[src/rtl/tk1_spi_flash_reader.sv]
// SPI flash read sequencer: issues opcode + 24-bit address, then clocks out
// dummy bytes and streams each received byte to a valid/ready consumer.
module tk1_spi_flash_reader #(
   parameter logic [7:0] READ_OPCODE = 8'h03,
   parameter logic [7:0] DUMMY_TX    = 8'h00
) (
   input  logic        clk,
   input  logic        reset,
   input  logic        cmd_start,
   input  logic [23:0] cmd_addr,
   input  logic [15:0] cmd_len,
   input  logic        cmd_abort,
   output logic        busy,
   output logic        done,
   output logic        aborted,
   output logic [7:0]  rx_data,
   output logic        rx_valid,
   input  logic        rx_ready,
   output logic        spi_enable,
   output logic        spi_enable_vld,
   output logic [7:0]  spi_tx_data,
   output logic        spi_tx_data_vld,
   output logic        spi_start,
   input  logic        spi_ready,
   input  logic [7:0]  spi_rx_data
);

   localparam int unsigned ADDR_W = 24;
   localparam int unsigned LEN_W  = 16;
   localparam int unsigned IDX_W  = 3;
   localparam int unsigned BYTE_W = 8;
   localparam logic [IDX_W-1:0] IDX_DATA = IDX_W'(4);

   typedef enum logic [2:0] {
      IDLE   = 3'd0,
      CS_ON  = 3'd1,
      LOAD   = 3'd2,
      XFER   = 3'd3,
      WAIT   = 3'd4,
      PUSH   = 3'd5,
      CS_OFF = 3'd6
   } state_t;

   state_t              state, state_nxt;
   logic [ADDR_W-1:0]   addr_q, addr_nxt;
   logic [LEN_W-1:0]    remain_q, remain_nxt;
   logic [IDX_W-1:0]    idx_q, idx_nxt;
   logic                abort_q, abort_nxt;
   logic                wait_first_q, wait_first_nxt;

   logic                busy_nxt, done_nxt, aborted_nxt;
   logic [BYTE_W-1:0]   rx_data_nxt;
   logic                rx_valid_nxt;
   logic                spi_enable_nxt, spi_enable_vld_nxt;
   logic [BYTE_W-1:0]   spi_tx_data_nxt;
   logic                spi_tx_data_vld_nxt, spi_start_nxt;

   // Command phase bytes by index; anything past the address is a dummy clock-out.
   function automatic logic [BYTE_W-1:0] cmd_byte(input logic [IDX_W-1:0] idx,
                                                  input logic [ADDR_W-1:0] addr);
      case (idx)
         IDX_W'(0): cmd_byte = READ_OPCODE;
         IDX_W'(1): cmd_byte = addr[23:16];
         IDX_W'(2): cmd_byte = addr[15:8];
         IDX_W'(3): cmd_byte = addr[7:0];
         default:   cmd_byte = DUMMY_TX;
      endcase
   endfunction

   // Registers: state, sequence context and every output.
   always_ff @(posedge clk) begin
      if (reset) begin
         state           <= IDLE;
         addr_q          <= '0;
         remain_q        <= '0;
         idx_q           <= '0;
         abort_q         <= 1'b0;
         wait_first_q    <= 1'b0;
         busy            <= 1'b0;
         done            <= 1'b0;
         aborted         <= 1'b0;
         rx_data         <= '0;
         rx_valid        <= 1'b0;
         spi_enable      <= 1'b0;
         spi_enable_vld  <= 1'b0;
         spi_tx_data     <= '0;
         spi_tx_data_vld <= 1'b0;
         spi_start       <= 1'b0;
      end else begin
         state           <= state_nxt;
         addr_q          <= addr_nxt;
         remain_q        <= remain_nxt;
         idx_q           <= idx_nxt;
         abort_q         <= abort_nxt;
         wait_first_q    <= wait_first_nxt;
         busy            <= busy_nxt;
         done            <= done_nxt;
         aborted         <= aborted_nxt;
         rx_data         <= rx_data_nxt;
         rx_valid        <= rx_valid_nxt;
         spi_enable      <= spi_enable_nxt;
         spi_enable_vld  <= spi_enable_vld_nxt;
         spi_tx_data     <= spi_tx_data_nxt;
         spi_tx_data_vld <= spi_tx_data_vld_nxt;
         spi_start       <= spi_start_nxt;
      end
   end

   // Next-state and next-output logic; outputs are decoded from the next state
   // so each strobe is high exactly while the FSM sits in its state.
   always_comb begin
      state_nxt      = state;
      addr_nxt       = addr_q;
      remain_nxt     = remain_q;
      idx_nxt        = idx_q;
      abort_nxt      = abort_q;
      wait_first_nxt = 1'b0;
      rx_data_nxt    = rx_data;
      done_nxt       = 1'b0;
      aborted_nxt    = 1'b0;

      case (state)
         IDLE: begin
            abort_nxt = 1'b0;
            if (cmd_start) begin
               if (cmd_len != LEN_W'(0)) begin
                  addr_nxt   = cmd_addr;
                  remain_nxt = cmd_len;
                  idx_nxt    = '0;
                  state_nxt  = CS_ON;
               end else begin
                  done_nxt = 1'b1;
               end
            end
         end

         CS_ON: begin
            state_nxt = LOAD;
         end

         LOAD: begin
            state_nxt = XFER;
         end

         XFER: begin
            state_nxt      = WAIT;
            wait_first_nxt = 1'b1;
         end

         WAIT: begin
            if (cmd_abort) begin
               abort_nxt = 1'b1;
            end
            // First WAIT cycle is skipped: the master has not yet dropped ready.
            if (spi_ready && !wait_first_q) begin
               if (abort_q || cmd_abort) begin
                  state_nxt = CS_OFF;
               end else if (idx_q < IDX_DATA) begin
                  idx_nxt   = idx_q + IDX_W'(1);
                  state_nxt = LOAD;
               end else begin
                  rx_data_nxt = spi_rx_data;
                  state_nxt   = PUSH;
               end
            end
         end

         PUSH: begin
            if (rx_ready) begin
               remain_nxt = remain_q - LEN_W'(1);
               idx_nxt    = (idx_q < IDX_DATA) ? idx_q + IDX_W'(1) : idx_q;
               state_nxt  = (remain_q == LEN_W'(1)) ? CS_OFF : LOAD;
            end
         end

         CS_OFF: begin
            state_nxt   = IDLE;
            done_nxt    = !abort_q;
            aborted_nxt = abort_q;
         end

         default: begin
            state_nxt = IDLE;
         end
      endcase

      // Abort outside WAIT closes the sequence on the next cycle.
      if (cmd_abort && (state == CS_ON || state == LOAD ||
                        state == XFER  || state == PUSH)) begin
         abort_nxt = 1'b1;
         state_nxt = CS_OFF;
         remain_nxt = remain_q;
         idx_nxt    = idx_q;
      end

      busy_nxt            = (state_nxt != IDLE);
      rx_valid_nxt        = (state_nxt == PUSH);
      spi_enable_vld_nxt  = (state_nxt == CS_ON) || (state_nxt == CS_OFF);
      spi_tx_data_vld_nxt = (state_nxt == LOAD);
      spi_start_nxt       = (state_nxt == XFER);

      spi_enable_nxt = spi_enable;
      if (state_nxt == CS_ON) begin
         spi_enable_nxt = 1'b1;
      end else if (state_nxt == CS_OFF) begin
         spi_enable_nxt = 1'b0;
      end

      spi_tx_data_nxt = spi_tx_data;
      if (state_nxt == LOAD) begin
         spi_tx_data_nxt = cmd_byte(idx_nxt, addr_nxt);
      end
   end

endmodule

[config.mk]
export PLATFORM = sky130hd
export DESIGN_NAME = tk1_spi_flash_reader
export DESIGN_NICKNAME = d
export VERILOG_FILES = /design/src/rtl/tk1_spi_flash_reader.sv
export SDC_FILE = /design/constraint.sdc
export NUM_CORES = 1
export LEC_CHECK = 0
export ABC_AREA = 1
export CAP_MARGIN = 20
export CORE_ASPECT_RATIO = 0.75
export CORE_MARGIN = 4
export CORE_UTILIZATION = 30
export DETAILED_ROUTE_END_ITERATION = 10
export PLACE_DENSITY = 0.61
export RECOVER_POWER = 25
export SYNTH_ARGS = -nofsm -noshare
export SYNTH_HDL_FRONTEND = slang
export SYNTH_SLANG_ARGS = --single-unit
[constraint.sdc]
create_clock -name clk -period 2.7 [get_ports clk]
set_input_delay 0.27 -clock clk [delete_from_list [all_inputs] [get_ports clk]]
set_output_delay 0.27 -clock clk [all_outputs]
set_load 0.05 [all_outputs]
==> impl_metrics.tcl <==
set metrics [dict create \
    power_frac_comb_pct 46.0 \
    cts.sinks 72 \
    dp_cells 768 \
    wl_mm 10.3 \
    timing.rr.end "spi_tx_data[0]$_SDFFE_PP0P_" \
    placed_cell_area_um2 4690 \
    outcome "completed" \
    path_cells "clkbuf_1 > nor2_4 > nand3_1 > buf_12 > nand2_2 > inv_4 > nor2_8 > nand3_1 > nand3_1 > nand2_1 > a21oi_2" \
    setup_violations 0 \
    rows 35 \
    overflow 0 \
    syn_nets 598 \
    crit_type "flop to flop" \
    cts_resized 0 \
    final_area_um2 4980 \
    cap_violations 0 \
    dieWidth_um 138 \
    cts-root-buf "clkbuf_16" \
    hold_slack_ns 0.455 \
    grt.total_usage_pct 14.3 \
    p_clk_share_pct 23.3 \
    p_leak_nw 2.17 \
    nets 670 \
    drtIter0Drc 322 \
    vdd.ir_drop.worst_uv 335 \
    fin_tns_setup_ns 0 \
    grt_pass1_wl_mm 16.5 \
    grt_pass1_vias 3362 \
    place_congestion 0.918 \
    p_seq_share_pct 30.7 \
    min_period_over_period_pct 85.7 \
    worstHoldPathCells 4 \
    hpwl_mm 7.84 \
    worstMarginPinSlew_ns 0.675 \
    ant_nets 0 \
    crit_top_cell "nand3_1" \
    hold_start "reset" \
    reg2reg_depth 11 \
    p_sw_mw 2.12 \
    slew_headroom_pct 55.0 \
    fin_crit_ns 2.31 \
    power_density_nw_per_um2 1020 \
    synth.distinct_cells 44 \
    die-area_um2 14500 \
    reg2reg_from "state[2]$_SDFF_PP0_" \
    async_flop_share_pct 0 \
    synth-edff-count 0 \
    cts_hold_buf 0 \
    cp.arrival_ns 2.56 \
    antennaDiodeCount 0 \
    layout-drive-gt1-share_pct 8.58 \
    crit_path_end_kind "flop" \
    cts_tree "done" \
    ys_ff_latch 72 \
    cp-start-kind "flop" \
    cts_inserted_buffers 9 \
    p_int_mw 2.93 \
    slew_violations 0 \
    path_max_fanout 27 \
    finalPower_mw 5.05 \
    syn_area_per_cell_um2 6.99 \
    syn2layout_area_growth_pct 31.6 \
    fmax_ghz 0.432 \
    crit_family "simple AND/OR/NAND/NOR gates" \
    skew_ns 0.00748 \
    start_util_pct 30.7 \
    dpl_worst_slack_ns 0.270 \
    rsz0062_at_grt "no" \
    hold_class "input pin to flop" \
    synthFlopType "dfxtp_1" \
    viasPerCell 4.67 \
    grt_max_degree 58 \
    setup_ws_ns 0.387 \
    syn_inst 541 \
    die_h_um 105 \
    min_to "rx_data[5]$_SDFFE_PP0P_" \
    crit_path_top_delay_cell "dfxtp_1" \
    vias 3658 \
    ios 78 \
    cts_setup_buffers 0 \
    yosysWarnings 0 \
    wire_per_inst_um 13.1 \
    crit_required_ns 2.95 \
    antenna_found_initial 0 \
    clk_pin_slew_worst_paths_ns 0.05 \
    portBuffers 77 \
    yosysSeqAreaShare_pct 38.1 \
    swShare_pct 42.0 \
    clk_latency_ns 0.33 \
    drc 0 \
    core_um2 12300 \
    fin_cells 784 \
    fin_util_pct 40.4 \
    hold_violations 0 \
    synthesis.area_um2 3780 \
    clockBufferDepth 2 \
    r2r_setup_slack_ns 0.39 \
    first_pass_iters 5 \
    slowest_delay_ns 0.41 \
    path_buf_inv 3 \
    htreeDepth 3 \
]
-- routing by layer --
metal  GRT usage [%]  part of all wire, %
met4            3.35                  1.1
met5               0                    0
met3            4.87                  7.7
met2            20.7                   43
met1            20.3                   48
-- registers in the layout, indices dropped and copies added (netlist names), 3 cells and up --
name / flops
addr_q: 24
idx_q: 3
remain_q: 16
rx_data: 8
spi_tx_data: 8
state: 3
-- cells by family after synthesis --
group                    share of synthesized area [%]
AND/OR/NAND/NOR                                   31.4
AO/OA/AOI/OAI                                     17.1
buffers and inverters                             11.4
flip-flops                                        38.1
XOR/XNOR                                         0.927
adder cells (fa/ha/maj)                          0.993
-- area by class of cell --
| class | instances | area, um^2 |
|---|---|---|
| clock buffer | 13 | 260 |
| tap | 166 | 208 |
| inverter | 79 | 302 |
| clock inverter | 3 | 40.0 |
| timing repair buffer | 84 | 827 |
| fill | 1258 | 7330 |
| sequential | 72 | 1440 |
| multi-input combinational | 367 | 1900 |
-- cell usage after synthesis, drive strengths merged (2+ instances only) --
master  count  area (um^2)
a211oi      2         15.0
a21oi      31          189
a221oi      2         17.5
a31oi       2         12.5
buf         9         77.6
clkbuf     14         52.6
dfxtp      72         1440
ha          3         37.5
inv        79          302
nand2     114          460
nand3      38          208
nand3b      2         27.5
nand4       8         56.3
nor2       84          368
nor3        6         30.0
nor4        3         18.8
o211ai      7         52.6
o21a       15          113
o21ai      37          200
o31ai       2         15.0
or2         3         18.8
xnor2       3         26.3
-- worst min-delay path: cells and delay by family --
| kind | cells | cell delay, ns |
|---|---|---|
| buffers and inverters | 2 | 0.28 |
| AO/OA/AOI/OAI | 1 | 0.14 |
| AND/OR/NAND/NOR | 1 | 0.04 |
-- power by group through the flow --
| stage | combinational (mW) | sequential [mW] | clock (mW) |
|---|---|---|---|
| floorplan | 1.66 | 1.64 | 0 |
| global placement | 2.29 | 1.56 | 0 |
| detailed placement | 2.32 | 1.57 | 0 |
| CTS | 2.34 | 1.55 | 1.21 |
| global route | 2.62 | 1.58 | 1.26 |
| finish | 2.32 | 1.55 | 1.18 |
-- worst max-delay path by stage --
stage / start / to / cells past startpoint
after floorplan: idx_q[0]$_SDFF_PP0_ / spi_tx_data[2]$_SDFFE_PP0P_ / 11
after global placement: cmd_len[1] / spi_tx_data[0]$_SDFFE_PP0P_ / 14
after detailed placement: cmd_len[9] / spi_tx_data[0]$_SDFFE_PP0P_ / 14
after CTS: idx_q[0]$_SDFF_PP0_ / spi_tx_data[0]$_SDFFE_PP0P_ / 10
after global routing: state[0]$_SDFF_PP0_ / spi_tx_data[0]$_SDFFE_PP0P_ / 10
final: state[2]$_SDFF_PP0_ / spi_tx_data[0]$_SDFFE_PP0P_ / 11
-- placed cells by master, fill, tap and decap left out, types with 6 or more instances in the layout --
master           count
a21oi_1             22
a21oi_2              9
clkbuf_16            9
clkdlybuf4s50_1     71
dfxtp_1             72
inv_1               75
nand2_1            108
nand3_1             37
nand4_1              7
nor2_1              79
nor3_1               6
o211ai_1             7
o21a_1              15
o21ai_0             31
Note: power is estimated with default switching activity, not from simulation.
